$ cat config.mk
export PLATFORM = sky130hd
export DESIGN_NAME = reg_bus_sched_flat
export DESIGN_NICKNAME = d
export VERILOG_FILES = /design/src/rtl/reg_bus_sched_pkg.sv /design/src/rtl/reg_bus_sched_if.sv /design/src/rtl/reg_bus_sched_rr_arbiter.sv /design/src/rtl/reg_bus_sched.sv /design/src/flat_wrapper.sv
export SDC_FILE = /design/constraint.sdc
export NUM_CORES = 1
export LEC_CHECK = 0
export CAP_MARGIN = 20
export CORE_MARGIN = 2
export CORE_UTILIZATION = 30
export DETAILED_ROUTE_END_ITERATION = 7
export SYNTH_ARGS = -nofsm -noshare
export SYNTH_HDL_FRONTEND = slang
export SYNTH_HIERARCHICAL = 1
export SYNTH_SLANG_ARGS = --single-unit
$ cat constraint.sdc
create_clock -name Clk -period 3.9 [get_ports Clk]
set_input_delay 0.39 -clock Clk [delete_from_list [all_inputs] [get_ports Clk]]
set_output_delay 0.39 -clock Clk [all_outputs]
set_load 0.01 [all_outputs]
$ cat src/rtl/reg_bus_sched_pkg.sv
// Shared encodings for the register-bus scheduler: op codes and FSM state values.
package reg_bus_sched_pkg;

  typedef enum logic [1:0] {
    OP_NOP   = 2'b00,
    OP_WRITE = 2'b01,
    OP_INC   = 2'b10,
    OP_CLEAR = 2'b11
  } op_e;

  localparam logic [0:0] ST_IDLE = 1'b0;
  localparam logic [0:0] ST_EXEC = 1'b1;

endpackage

$ cat src/rtl/reg_bus_sched_if.sv
// Requester-side bundle of the shared register bus: flattened request fields in,
// acknowledge and one-hot register strobes out.
interface reg_bus_sched_if #(
  parameter int NUM_REQ = 4,
  parameter int NUM_REG = 8,
  parameter int DATA_W  = 8
);
  localparam int IDX_W = $clog2(NUM_REG);

  logic [NUM_REQ-1:0]        req;
  logic [2*NUM_REQ-1:0]      op_flat;
  logic [IDX_W*NUM_REQ-1:0]  dst_flat;
  logic [DATA_W*NUM_REQ-1:0] data_flat;
  logic [NUM_REQ-1:0]        ack;
  logic [DATA_W-1:0]         BusOut;
  logic [NUM_REG-1:0]        Wen;
  logic [NUM_REG-1:0]        INC;
  logic [NUM_REG-1:0]        RST;
  logic                      busy;
  logic                      err;

  modport master (
    output req, op_flat, dst_flat, data_flat,
    input  ack, BusOut, Wen, INC, RST, busy, err
  );

  modport slave (
    input  req, op_flat, dst_flat, data_flat,
    output ack, BusOut, Wen, INC, RST, busy, err
  );

endinterface

$ cat src/rtl/reg_bus_sched_rr_arbiter.sv
// Combinational arbiter: round-robin from rr_ptr, or lowest-index-wins when
// FIXED_PRIORITY_EN is defined (the rr_ptr port then disappears).
module rr_arbiter #(
  parameter int NUM_REQ = 4,
  parameter int PTR_W   = $clog2(NUM_REQ)
) (
  input  logic [NUM_REQ-1:0] req,
`ifndef FIXED_PRIORITY_EN
  input  logic [PTR_W-1:0]   rr_ptr,
`endif
  output logic [NUM_REQ-1:0] grant,
  output logic [PTR_W-1:0]   grant_idx,
  output logic               valid
);

`ifdef FIXED_PRIORITY_EN
  always_comb begin
    grant     = '0;
    grant_idx = '0;
    valid     = 1'b0;
    // Scan downwards so the lowest requesting index is the last one written.
    for (int i = NUM_REQ - 1; i >= 0; i--) begin
      if (req[PTR_W'(i)]) begin
        grant              = '0;
        grant[PTR_W'(i)]   = 1'b1;
        grant_idx          = PTR_W'(i);
        valid              = 1'b1;
      end
    end
  end
`else
  int               idx;
  logic [PTR_W-1:0] idx_c;

  always_comb begin
    grant     = '0;
    grant_idx = '0;
    valid     = 1'b0;
    idx       = 0;
    idx_c     = '0;
    // Wrap explicitly: NUM_REQ need not be a power of two.
    for (int off = 0; off < NUM_REQ; off++) begin
      idx = int'(rr_ptr) + off;
      if (idx >= NUM_REQ) idx = idx - NUM_REQ;
      idx_c = PTR_W'(idx);
      if (!valid && req[idx_c]) begin
        grant[idx_c] = 1'b1;
        grant_idx    = idx_c;
        valid        = 1'b1;
      end
    end
  end
`endif

endmodule

$ cat src/rtl/reg_bus_sched.sv
// Two-state scheduler for the shared register bus; one transaction per two cycles.
// Build option: FIXED_PRIORITY_EN selects fixed lowest-index priority instead of round-robin.
module reg_bus_sched
  import reg_bus_sched_pkg::*;
#(
  parameter int NUM_REQ = 4,
  parameter int NUM_REG = 8,
  parameter int DATA_W  = 8
) (
  input  logic            Clk,
  input  logic            RSTn,
  reg_bus_sched_if.slave  bus
);

  localparam int IDX_W = $clog2(NUM_REG);
  localparam int PTR_W = $clog2(NUM_REQ);

  logic [0:0]         state_reg;
  logic [NUM_REQ-1:0] ack_reg;
  logic [DATA_W-1:0]  bus_out_reg;
  logic [NUM_REG-1:0] wen_reg;
  logic [NUM_REG-1:0] inc_reg;
  logic [NUM_REG-1:0] rst_reg;
  logic               busy_reg;
  logic               err_reg;

  logic [NUM_REQ-1:0] grant;
  logic [PTR_W-1:0]   grant_idx;
  logic               grant_valid;

  op_e                win_op;
  logic [IDX_W-1:0]   win_dst;
  logic [DATA_W-1:0]  win_data;
  logic               dst_valid;
  logic [NUM_REG-1:0] dst_onehot;

`ifdef FIXED_PRIORITY_EN
  rr_arbiter #(.NUM_REQ(NUM_REQ), .PTR_W(PTR_W)) u_arb (
    .req       (bus.req),
    .grant     (grant),
    .grant_idx (grant_idx),
    .valid     (grant_valid)
  );
`else
  logic [PTR_W-1:0] rr_ptr_reg;

  rr_arbiter #(.NUM_REQ(NUM_REQ), .PTR_W(PTR_W)) u_arb (
    .req       (bus.req),
    .rr_ptr    (rr_ptr_reg),
    .grant     (grant),
    .grant_idx (grant_idx),
    .valid     (grant_valid)
  );
`endif

  assign win_op    = op_e'(bus.op_flat[2*grant_idx +: 2]);
  assign win_dst   = bus.dst_flat[IDX_W*grant_idx +: IDX_W];
  assign win_data  = bus.data_flat[DATA_W*grant_idx +: DATA_W];
  assign dst_valid = int'(win_dst) < NUM_REG;

  // Out-of-range destinations decode to an all-zero mask, so no strobe can fire.
  for (genvar gi = 0; gi < NUM_REG; gi++) begin : g_dst
    assign dst_onehot[gi] = dst_valid && (win_dst == IDX_W'(gi));
  end

  always_ff @(posedge Clk) begin
    if (!RSTn) begin
      state_reg   <= ST_IDLE;
      ack_reg     <= '0;
      bus_out_reg <= '0;
      wen_reg     <= '0;
      inc_reg     <= '0;
      rst_reg     <= '0;
      busy_reg    <= 1'b0;
      err_reg     <= 1'b0;
`ifndef FIXED_PRIORITY_EN
      rr_ptr_reg  <= '0;
`endif
    end else begin
      // EXEC always lasts one cycle; every output is a pulse that drops here.
      state_reg   <= ST_IDLE;
      ack_reg     <= '0;
      bus_out_reg <= '0;
      wen_reg     <= '0;
      inc_reg     <= '0;
      rst_reg     <= '0;
      busy_reg    <= 1'b0;
      err_reg     <= 1'b0;
      if (state_reg == ST_IDLE && grant_valid) begin
        state_reg   <= ST_EXEC;
        ack_reg     <= grant;
        bus_out_reg <= win_data;
        wen_reg     <= (win_op == OP_WRITE) ? dst_onehot : '0;
        inc_reg     <= (win_op == OP_INC)   ? dst_onehot : '0;
        rst_reg     <= (win_op == OP_CLEAR) ? dst_onehot : '0;
        busy_reg    <= 1'b1;
        err_reg     <= !dst_valid;
`ifndef FIXED_PRIORITY_EN
        rr_ptr_reg  <= (grant_idx == PTR_W'(NUM_REQ - 1)) ? '0 : grant_idx + 1'b1;
`endif
      end
    end
  end

  assign bus.ack    = ack_reg;
  assign bus.BusOut = bus_out_reg;
  assign bus.Wen    = wen_reg;
  assign bus.INC    = inc_reg;
  assign bus.RST    = rst_reg;
  assign bus.busy   = busy_reg;
  assign bus.err    = err_reg;

endmodule

$ cat src/flat_wrapper.sv
// flat-port wrapper written by rule: the top's interface ports become plain ports
module reg_bus_sched_flat import reg_bus_sched_pkg::*;
#(
  parameter int NUM_REQ = 4,
  parameter int NUM_REG = 8,
  parameter int DATA_W  = 8
)
  (Clk, RSTn, bus_req, bus_op_flat, bus_dst_flat, bus_data_flat, bus_ack, bus_BusOut, bus_Wen, bus_INC, bus_RST, bus_busy, bus_err);
  reg_bus_sched_if #(.NUM_REQ(NUM_REQ), .NUM_REG(NUM_REG), .DATA_W(DATA_W)) bus_i ();
  input  logic Clk;
  input  logic RSTn;
  input wire logic [$bits(bus_i.req)-1:0] bus_req;
  input wire logic [$bits(bus_i.op_flat)-1:0] bus_op_flat;
  input wire logic [$bits(bus_i.dst_flat)-1:0] bus_dst_flat;
  input wire logic [$bits(bus_i.data_flat)-1:0] bus_data_flat;
  output wire logic [$bits(bus_i.ack)-1:0] bus_ack;
  output wire logic [$bits(bus_i.BusOut)-1:0] bus_BusOut;
  output wire logic [$bits(bus_i.Wen)-1:0] bus_Wen;
  output wire logic [$bits(bus_i.INC)-1:0] bus_INC;
  output wire logic [$bits(bus_i.RST)-1:0] bus_RST;
  output wire logic [$bits(bus_i.busy)-1:0] bus_busy;
  output wire logic [$bits(bus_i.err)-1:0] bus_err;
  assign bus_i.req = bus_req;
  assign bus_i.op_flat = bus_op_flat;
  assign bus_i.dst_flat = bus_dst_flat;
  assign bus_i.data_flat = bus_data_flat;
  assign bus_ack = bus_i.ack;
  assign bus_BusOut = bus_i.BusOut;
  assign bus_Wen = bus_i.Wen;
  assign bus_INC = bus_i.INC;
  assign bus_RST = bus_i.RST;
  assign bus_busy = bus_i.busy;
  assign bus_err = bus_i.err;
  reg_bus_sched #(.NUM_REQ(NUM_REQ), .NUM_REG(NUM_REG), .DATA_W(DATA_W)) u_core (.Clk(Clk), .RSTn(RSTn), .bus(bus_i));
endmodule
# After elaboration in Yosys (flattened, before gate mapping)
# Index checks and enable logic that the tools add are counted.
[totals]
register_bits = 39
in_bits = 58
[op_classes]
multipliers = 1
add_sub_neg = 8
n_eq_ne = 11
n_mux = 34
n_reduce_logical = 16
shift = 3
n_lt_le_gt_ge = 12
bitwise_logic = 4
[op_table]
columns = ["cell", "n"]
rows = [
  ["32-bit by 6-bit indexed part select with 8-bit output", 1],
  ["2-bit 2-to-1 mux", 9],
  ["4-bit 2-to-1 mux", 4],
  ["1-bit 2-to-1 mux", 13],
  ["3-bit == test (second input constant)", 4],
  ["2-bit by 3-bit < comparator with 1-bit output (second input constant)", 4],
  ["4-bit bitwise OR", 3],
  ["12-bit by 5-bit indexed part select with 3-bit output", 1],
  ["3-bit greater-or-equal comparator (second input constant)", 3],
  ["3-bit AND reduction", 3],
  ["1-bit binary-select mux with 2-bit select", 4],
  ["1-bit demux with 2-bit select", 4],
  ["2-bit by 1-bit greater-or-equal comparator with 1-bit output (second input constant)", 4],
  ["1-bit logical AND", 8],
  ["8-bit by 4-bit indexed part select with 2-bit output", 1],
  ["2-bit by 1-bit subtractor with 2-bit output (second input constant)", 4],
  ["2-bit by 2-bit adder with 3-bit output (second input constant)", 2],
  ["2-bit == test (second input constant)", 3],
  ["3-bit by 2-bit == test with 1-bit output (second input constant)", 2],
  ["2-bit by 2-bit multiplier with 4-bit output (first input constant)", 1],
  ["2-bit by 1-bit adder with 3-bit output (second input constant)", 1],
  ["3-bit by 1-bit == test with 1-bit output (second input constant)", 1],
  ["2-bit by 3-bit greater-or-equal comparator with 1-bit output (second input constant)", 1],
  ["1-bit logical NOT", 3],
  ["other kinds (5)", 5],
]

# Logic depth before layout (Yosys ltp)
# Gate-level depths: netlist (run 1).
[logic_depth]
word_depth = 17
ltp_mapped = 14
ltp_nobuf = 10

# Cells and area by module
# The synthesis (run 1) kept the hierarchy.
[by_module_without_submodules]
columns = ["module", "instances", "seq_area_each_um2", "cells_per_inst", "area_per_inst_um2"]
rows = [
  ["reg_bus_sched", 1, 780.7, 114, 1436.4],
  ["rr_arbiter", 1, 0.0, 45, 421.7],
]

# Worst setup path after synthesis (run 1)
# OpenSTA, ideal clock, no wires.
[synth_timing]
kind = "reg-to-reg"
from = "reg u_core.rr_ptr_reg[0]"
to = "reg u_core.rst_reg[0] (netlist: u_core/bus.RST[0])"
setup_time_ns = 0.067
path_buffers = 5
required_ns = 3.833
t_arrival_ns = 3.175
synth_period_minus_slack_ns = 3.242
slack_ns = 0.658
path_stages_with_launch = 15
cell_sequence = "dfxtp_1 buf_6 inv_1 ha_1 mux4_2 buf_6 and2b_2 o21ai_0 o31ai_1 buf_6 buf_6 mux4_2 or2_2 clkbuf_1 nor2_1"
[synth_via]
elab_chain_len = 17
word_cells_on_any_way = 44
classes_between = "7 x add/sub; 1 x mul; 4 x order compare; 1 x eq/ne; 2 x shift; 20 x mux; 9 x reduce/logical"
[synth_lines]
columns = ["item", "line", "rtl"]
rows = [
  ["start, declared", "reg_bus_sched.sv:45", "logic [PTR_W-1:0] rr_ptr_reg;"],
  ["start signal, assigned", "reg_bus_sched.sv:99", "rr_ptr_reg <= (grant_idx == PTR_W'(NUM_REQ - 1)) ? '0 : grant_idx + 1'b1;"],
  ["parallel branches: the longest is 13 deep, another holds 2-bit by 1-bit adder with 3-bit output", "n/a", ""],
  ["2-bit 2-to-1 mux (*)", "reg_bus_sched_rr_arbiter.sv:46", "if (!valid && req[idx_c]) begin"],
  ["named net u_core.grant_idx[0]", "reg_bus_sched.sv:28", "logic [PTR_W-1:0] grant_idx;"],
  ["2-bit by 2-bit multiplier with 4-bit output / 8-bit by 4-bit indexed part select with 2-bit output (equally long branches)", "reg_bus_sched.sv:57, reg_bus_sched.sv:56", ""],
  ["12-bit by 5-bit indexed part select with 3-bit output / 2-bit == test (equally long branches)", "reg_bus_sched.sv:57, reg_bus_sched.sv:95", ""],
  ["3-bit logical NOT / 3-bit AND reduction (equally long branches)", "n/a", ""],
  ["end signal, assigned", "reg_bus_sched.sv:95", "rst_reg <= (win_op == OP_CLEAR) ? dst_onehot : '0;"],
  ["end, declared", "reg_bus_sched.sv:23", "logic [NUM_REG-1:0] rst_reg;"],
]
# Mark *: on every way through the listed nets, which the timed path passes. The select of a mux whose other input is x is not followed.
# A chain may end at the register's enable or synchronous reset.

# Worst setup path after layout (run 1)
[layout_timing]
from = "reg u_core.rr_ptr_reg[1]"
to = "reg u_core.wen_reg[2] (netlist: u_core/bus.Wen[2])"
[layout_via]
elab_chain_len = 17
word_cells_on_any_way = 44
classes_between = "7 x add/sub; 1 x mul; 4 x order compare; 2 x eq/ne; 2 x shift; 20 x mux; 8 x reduce/logical"
[layout_lines]
columns = ["item", "line", "rtl"]
rows = [
  ["parallel branches: the longest is 13 deep, another holds 2-bit by 1-bit adder with 3-bit output", "n/a", ""],
  ["2-bit 2-to-1 mux (*)", "reg_bus_sched_rr_arbiter.sv:46", ""],
  ["named net u_core.grant_idx[1]", "reg_bus_sched.sv:28", ""],
  ["2-bit by 2-bit multiplier with 4-bit output / 8-bit by 4-bit indexed part select with 2-bit output (equally long branches)", "reg_bus_sched.sv:57, reg_bus_sched.sv:56", ""],
  ["12-bit by 5-bit indexed part select with 3-bit output / 2-bit by 1-bit == test with 1-bit output (equally long branches)", "reg_bus_sched.sv:57, reg_bus_sched.sv:93", ""],
  ["3-bit by 2-bit == test with 1-bit output / 3-bit AND reduction (equally long branches)", "n/a", ""],
  ["end signal, assigned", "reg_bus_sched.sv:93", "wen_reg <= (win_op == OP_WRITE) ? dst_onehot : '0;"],
  ["end, declared", "reg_bus_sched.sv:21", "logic [NUM_REG-1:0] wen_reg;"],
]
# Marks and branches as above.

==> results.md, run 1 <==
* Post-synthesis cell area at around 0.0019 mm^2
* First-pass GRT wire length at 6755 um
* Simple logic cell fraction of the synthesized area at 18.92%
* DRC viols at 0
* Leakage at approximately 1.1 nW
* Post-Synth XOR/XNOR Area at 0%
* Post-CTS setup buffers at 0
* Vias at approximately 1.5k
* Chip Width at 82.70 um
* Avg Cell Area, Syn at approximately 12 um^2
* CP max FO at 9
* Drt wl/cell at 13.80 um
* Critical Path Source Type: flip-flop
* Synth Flop Type: dfxtp_1
* NumNets Final at 321
* Fmax at about 0.30 GHz
* Syn_nets at 223
* Worst skew pair latency at 0.29 ns
* Largest net degree at the start of global routing at 18
* Distinct cell type count after synthesis at 32
* Syn Inst Count at around 160
* Root Driver: clkbuf_8
* Vias per cell at 4.646
* Clock network power share at 18.1%
* CP max stage delay at 0.59 ns
* Vias in the first global route at 1430
* H-Tree Depth at 2
* Synth-to-Final Area Change at 62.56%
* #FFs+latches synth at 39
* Rows at 28
* Most common library cell in the layout ignoring fill and taps: clkdlybuf4s50_1
* Unrepaired setup endpoints after global routing: false
* Minimum clock period after layout at 3.307 ns
* Int Power at 1.404 mW
* Pre-antenna DRT Iters at 4
* Mux contribution to synthesized area at a little under a quarter
* Crit-path leading delay family: simple AND/OR/NAND/NOR gates
* DRT antenna net count at 0
* Full die area at 0.006839 mm^2
* Hold Vio Cnt, Final at 0
* Buf/Inv on CP at 2
* Setup TNS at 0 ns
* Comb pwr share at 58.8%
* Cells along the critical path: inv_1, ha_1, mux4_2, buf_4, nor4b_4, nor2_1, a32o_1, mux4_2, or4b_4, nor2_1
* Die H at 82.70 um
* Routed wire length at 4596 um
* Hpwl dp at 3779 um
* Post-Synth Adder-Cell Area at 4.040%
* Post-synth EDFFs at 0
* GPL Wtd Cong at 0.7674
* Most frequent cells in the layout: 94 x clkdlybuf4s50_1, 39 x dfxtp_1, 28 x nor2_1, 14 x mux4_2, 12 x and2_1
* Slew Limit Fails at 0
* Largest family of logic cells by synthesized area: multiplexers
* Layout cell share with drive strength beyond 1 at 13.57%
* Setup crit end kind: flip-flop
* Clock sink count at 39
* Starting Density at between 30% and 40%
* Worst ir drop on vdd at between 300 and 400 uV
* Synthesis warning total at 6
* Clk slew on worst S/H paths at 0.08 ns
* Compound-cell area share of the yosys netlist at roughly 6.4%
* # resized after CTS at 0
* Sequential-to-total area share from yosys stat at 42.02%
* Maximum root-to-sink buffer count at 2
* Sw frac at 35.33%
* Fin crit share at a little over four fifths
* Overall Global Routing Usage at 13.02%
* Diodes inserted at 0
* 1st-iter DRT viols at 47
* Synth async-reset ratio at 0%
* Reg power frac at 23.1%
* Fillers at about 580
* Status: complete, no violations
* CP Class: reg2reg
* Number of port buffers at between 90 and 100
* Finished Layout Cells at 333
* Initial antenna violation count at 0
* Required @ worst endpoint at 4.12 ns
* MaxCap Viol Count at 0
* I/O pins at 96
* GRT Residual Overflow at 0
* Core ar. at 0.005956 mm^2
* Pwr per Cell Area at 719.0 mW/mm^2
* Critical Path Slowest Stage Cell: or4b_4
* Final setup vio count at 0
* Total CTS buffers at 5
* Pwr Total at 2.172 mW
* WP data arrival at 3.53 ns
* Switching pwr at 767.3 uW
* CTS tree: yes
* Hold_buf cts at 0
* Layout Skew at 0.006317 ns
* Cells after DPL at roughly 330
* Worst Hold Class: reg2reg
==> power by group through the flow <==
stage / logic, mW / clock network [mW] / registers [mW]
after floorplan: 0.893 / 0 / 0.551
after global placement: 1.28 / 0 / 0.513
after detailed placement: 1.29 / 0 / 0.513
after CTS: 1.29 / 0.399 / 0.503
after global routing: 1.40 / 0.411 / 0.509
final: 1.28 / 0.393 / 0.501
==> layer usage <==
| metal | GRT usage, % | vias up | wire length (um) |
|---|---|---|---|
| met4 | 2.951 | 0 | 50 |
| met1 | 16.04 | 706 | 2019 |
| met2 | 22.90 | 67 | 2238 |
| met3 | 3.261 | 6 | 287 |
| li1 | - | 768 | - |
| met5 | 0 | - | 0 |
==> cell usage after synthesis, drive strengths merged, types with 2 or more instances <==
| cell type | count | area, um^2 |
|---|---|---|
| o21ai | 5 | 25.02 |
| dfxtp | 39 | 780.8 |
| a22oi | 8 | 60.06 |
| mux4 | 17 | 394.1 |
| mux2i | 4 | 40.04 |
| nor2b | 4 | 25.02 |
| inv | 4 | 15.01 |
| nand4b | 3 | 26.28 |
| clkbuf | 3 | 11.26 |
| nor2 | 28 | 105.1 |
| ha | 6 | 75.07 |
| and2 | 12 | 75.07 |
| nand2b | 4 | 25.02 |
| or4b | 2 | 27.53 |
| buf | 6 | 56.30 |
==> per-stage QoR <==
step	area (um^2)	hold WS, ns	utilization [%]	setup WS [ns]
after floorplan	1858	0.5182	-	0.6578
after global placement	2884	0.6007	48.42	0.4219
after detailed placement	2884	0.6125	48.42	0.3434
after CTS	3020	0.6199	50.71	0.5669
after global routing	3020	0.6819	50.71	0.4029
final	3020	0.6105	50.71	0.5930
==> final cells by class <==
type / instances / area (um^2) / share of cell area (%)
Multi-Input combinational cell: 107 / 1008 / 33.39
Timing Repair Buffer: 100 / 985.9 / 32.64
Sequential cell: 39 / 780.7 / 25.85
Tap cell: 75 / 93.84 / 3.107
Clock buffer: 5 / 68.82 / 2.278
Clock inverter: 3 / 67.56 / 2.237
Inverter: 4 / 15.01 / 0.4971
==> worst register-to-register path, cell delays in order (launching register included) <==
cell,delay (ns)
dfxtp_1,0.42
inv_1,0.12
ha_1,0.36
mux4_2,0.32
buf_4,0.19
nor4b_4,0.38
nor2_1,0.09
a32o_1,0.30
mux4_2,0.37
or4b_4,0.59
nor2_1,0.11
==> logic make-up (layout without fill, tap and decap cells) <==
| group | count (synthesis) | in the layout |
|---|---|---|
| AND/OR/NAND/NOR | 61 | 61 |
| AO/OA/AOI/OAI | 17 | 17 |
| adder cells (fa/ha/maj) | 6 | 6 |
| flip-flops | 39 | 39 |
| buffers and inverters | 13 | 112 |
| multiplexers | 22 | 22 |
| other | 1 | 1 |
==> final timing paths <==
check | from | endpoint | slack, ns | depth (start not counted)
max reg2reg | u_core/rr_ptr_reg[1]$_SDFFE_PN0P_ | u_core/bus.Wen[2]$_SDFF_PN0_ | 0.59 | 10
min | u_core/rr_ptr_reg[1]$_SDFFE_PN0P_ | u_core/rr_ptr_reg[1]$_SDFFE_PN0P_ | 0.61 | 2
max | u_core/rr_ptr_reg[1]$_SDFFE_PN0P_ | u_core/bus.Wen[2]$_SDFF_PN0_ | 0.59 | 10
min reg2reg | u_core/rr_ptr_reg[1]$_SDFFE_PN0P_ | u_core/rr_ptr_reg[1]$_SDFFE_PN0P_ | 0.61 | 2
Note: power is estimated with default switching activity, not from simulation.
==> run 2, diff against run 1 <==
==> constraint.sdc (replaced) <==
create_clock -name Clk -period 3.2 [get_ports Clk]
set_input_delay 0.32 -clock Clk [delete_from_list [all_inputs] [get_ports Clk]]
set_output_delay 0.32 -clock Clk [all_outputs]
set_load 0.01 [all_outputs]
==> results.md, run 2 (synthesis results as in run 1) <==
* MaxCap Viol Count at 0 (unchanged)
* Worst Hold Class: in2reg
* Rows at 28 (unchanged)
* Maximum root-to-sink buffer count at 2 (unchanged)
* Initial antenna violation count at 0 (unchanged)
* CP Class: reg2reg
* Clk slew on worst S/H paths at 0.08 ns (about the same)
* Full die area at 0.006839 mm^2 (unchanged)
* CTS tree: yes
* Min Hold Slack at 0.6417 ns (+0.03123 ns)
* Worst skew pair latency at 0.29 ns (about the same)
* WP data arrival at 3.26 ns (-0.27 ns)
* Vias in the first global route at 1552 (+8.5%)
* CP max FO at 13 (+4)
* Drt wl/cell at 14.40 um (+4.3%)
* Starting Density at 31.20% (unchanged)
* Clock sink count at 39 (unchanged)
* Minimum clock period after layout at 3.039 ns (-0.2677 ns)
* Total CTS buffers at 5 (unchanged)
* Setup crit end kind: flip-flop
* GRT Residual Overflow at 0 (unchanged)
* Final setup vio count at 0 (unchanged)
* Core ar. at 0.005956 mm^2 (unchanged)
* Unrepaired setup endpoints after global routing: false
* Critical Path Source Type: flip-flop
* Setup Slack @ Placement at -0.1633 ns (-0.5067 ns)
* First-pass GRT wire length at 7403 um (+9.6%)
* Pre-antenna DRT Iters at 4 (unchanged)
* Most frequent cells in the layout: 94 x clkdlybuf4s50_1, 37 x dfxtp_1, 28 x nor2_1, 19 x buf_4, 15 x mux4_2
* Root Driver: clkbuf_8
* DRC viols at 0 (unchanged)
* I/O pins at 96 (unchanged)
* Layout Skew at 0.008883 ns (+0.002566 ns)
* Slew Limit Fails at 0 (unchanged)
* Finished Cell Area at 0.003134 mm^2 (+3.8%)
* Fin crit share at 94.98% (+10 points)
* 1st-iter DRT viols at 23 (-51%)
* Synth-to-Final Area Change at 68.69%
* NumNets Final at 336 (+4.7%)
* Worst ir drop on vdd at 369.7 uV (+23%)
* Multi-input combinational cell area at 0.001017 mm^2 (+0.87%)
* Vias per cell at 4.664 (+0.39%)
* Hold Vio Cnt, Final at 0 (unchanged)
* Hpwl dp at 4081 um (+8.0%)
* GPL Wtd Cong at 0.7479 (-2.5%)
* Layout cell share with drive strength beyond 1 at 20.15% (+6.6 points)
* Required @ worst endpoint at 3.42 ns (-0.70 ns)
* Final setup margin at 0.1608 ns (-0.4323 ns)
* H-Tree Depth at 2 (unchanged)
* Fillers at 560 (-2.8%)
* Diodes inserted at 0 (unchanged)
* Largest net degree at the start of global routing at 18 (unchanged)
* Number of port buffers at 94 (unchanged)
* Pwr per Cell Area at 890.8 mW/mm^2 (+24%)
* Fmax at 0.3290 GHz (+8.8%)
* Die H at 82.70 um (unchanged)
* Post-DP Area at 0.002977 mm^2 (+3.2%)
* Register area at 785.8 um^2 (+0.64%)
* Routed wire length at 5010 um (+9.0%)
* Most common library cell in the layout ignoring fill and taps: clkdlybuf4s50_1
* Status: complete, no violations
* Chip Width at 82.70 um (unchanged)
* Hold_buf cts at 0 (unchanged)
* Setup TNS at 0 ns (unchanged)
* Overall Global Routing Usage at 14.62% (+1.6 points)
* Leakage at 1.179 nW (+6.2%)
* Vias at 1623 (+4.9%)
* DRT antenna net count at 0 (unchanged)
==> run 2: timing repair <==
action	CTS	global route
resized for setup	1	6
buffers inserted	0	3
endpoints found under the setup margin	1	18
endpoints found under the hold margin	0	0
pin swaps	0	1
==> run 2: final cells by class <==
| type | instances | area share [%] |
|---|---|---|
| clock inverters | 3 | 1.397 |
| multi-input cells | 107 | 32.46 |
| inverters | 4 | 0.4790 |
| clock buffers | 5 | 2.196 |
| flip-flops and latches | 39 | 25.07 |
| repair buffers | 115 | 35.41 |
| well taps | 75 | 2.994 |
==> run 2: worst paths after layout <==
| check | start | endpoint | slack [ns] | cells after the start |
|---|---|---|---|---|
| setup / recovery | u_core/rr_ptr_reg[0]$_SDFFE_PN0P_ | u_core/bus.INC[3]$_SDFF_PN0_ | 0.16 | 10 |
| hold / removal | RSTn | u_core/rr_ptr_reg[1]$_SDFFE_PN0P_ | 0.64 | 2 |
| setup reg to reg | u_core/rr_ptr_reg[0]$_SDFFE_PN0P_ | u_core/bus.INC[3]$_SDFF_PN0_ | 0.16 | 10 |
| hold reg to reg | u_core/bus.busy$_SDFF_PN0_ | u_core/rr_ptr_reg[1]$_SDFFE_PN0P_ | 0.66 | 3 |
==> run 2: report_power, final <==
part	internal [mW]	switching [mW]
registers	0.584	0.0339
clock network	0.232	0.177
logic	0.986	0.780
==> run 2: stage by stage <==
stage,instances,power [mW],util (%)
5_1_grt,348,3.002,52.63
2_1_floorplan,159,1.763,-
3_3_place_gp,337,2.311,49.98
4_1_cts,345,2.753,52.08
6_report,348,2.792,52.63
3_5_place_dp,337,2.319,49.98
==> run 2: critical path: stages (launching register included) <==
cell,delay [ns]
dfxtp_2,0.36
buf_8,0.16
mux4_2,0.57
and2b_2,0.25
o21ai_0,0.07
buf_4,0.15
o31ai_4,0.05
buf_6,0.16
mux4_2,0.52
or4b_4,0.56
nor2_1,0.11
==> run 2: layer usage <==
layer,up-vias,wire length [um],track usage [%]
li1,799,-,-
met1,742,2051,17.97
met2,74,2464,24.60
met3,8,388,4.130
met4,0,106,4.918
met5,-,0,0
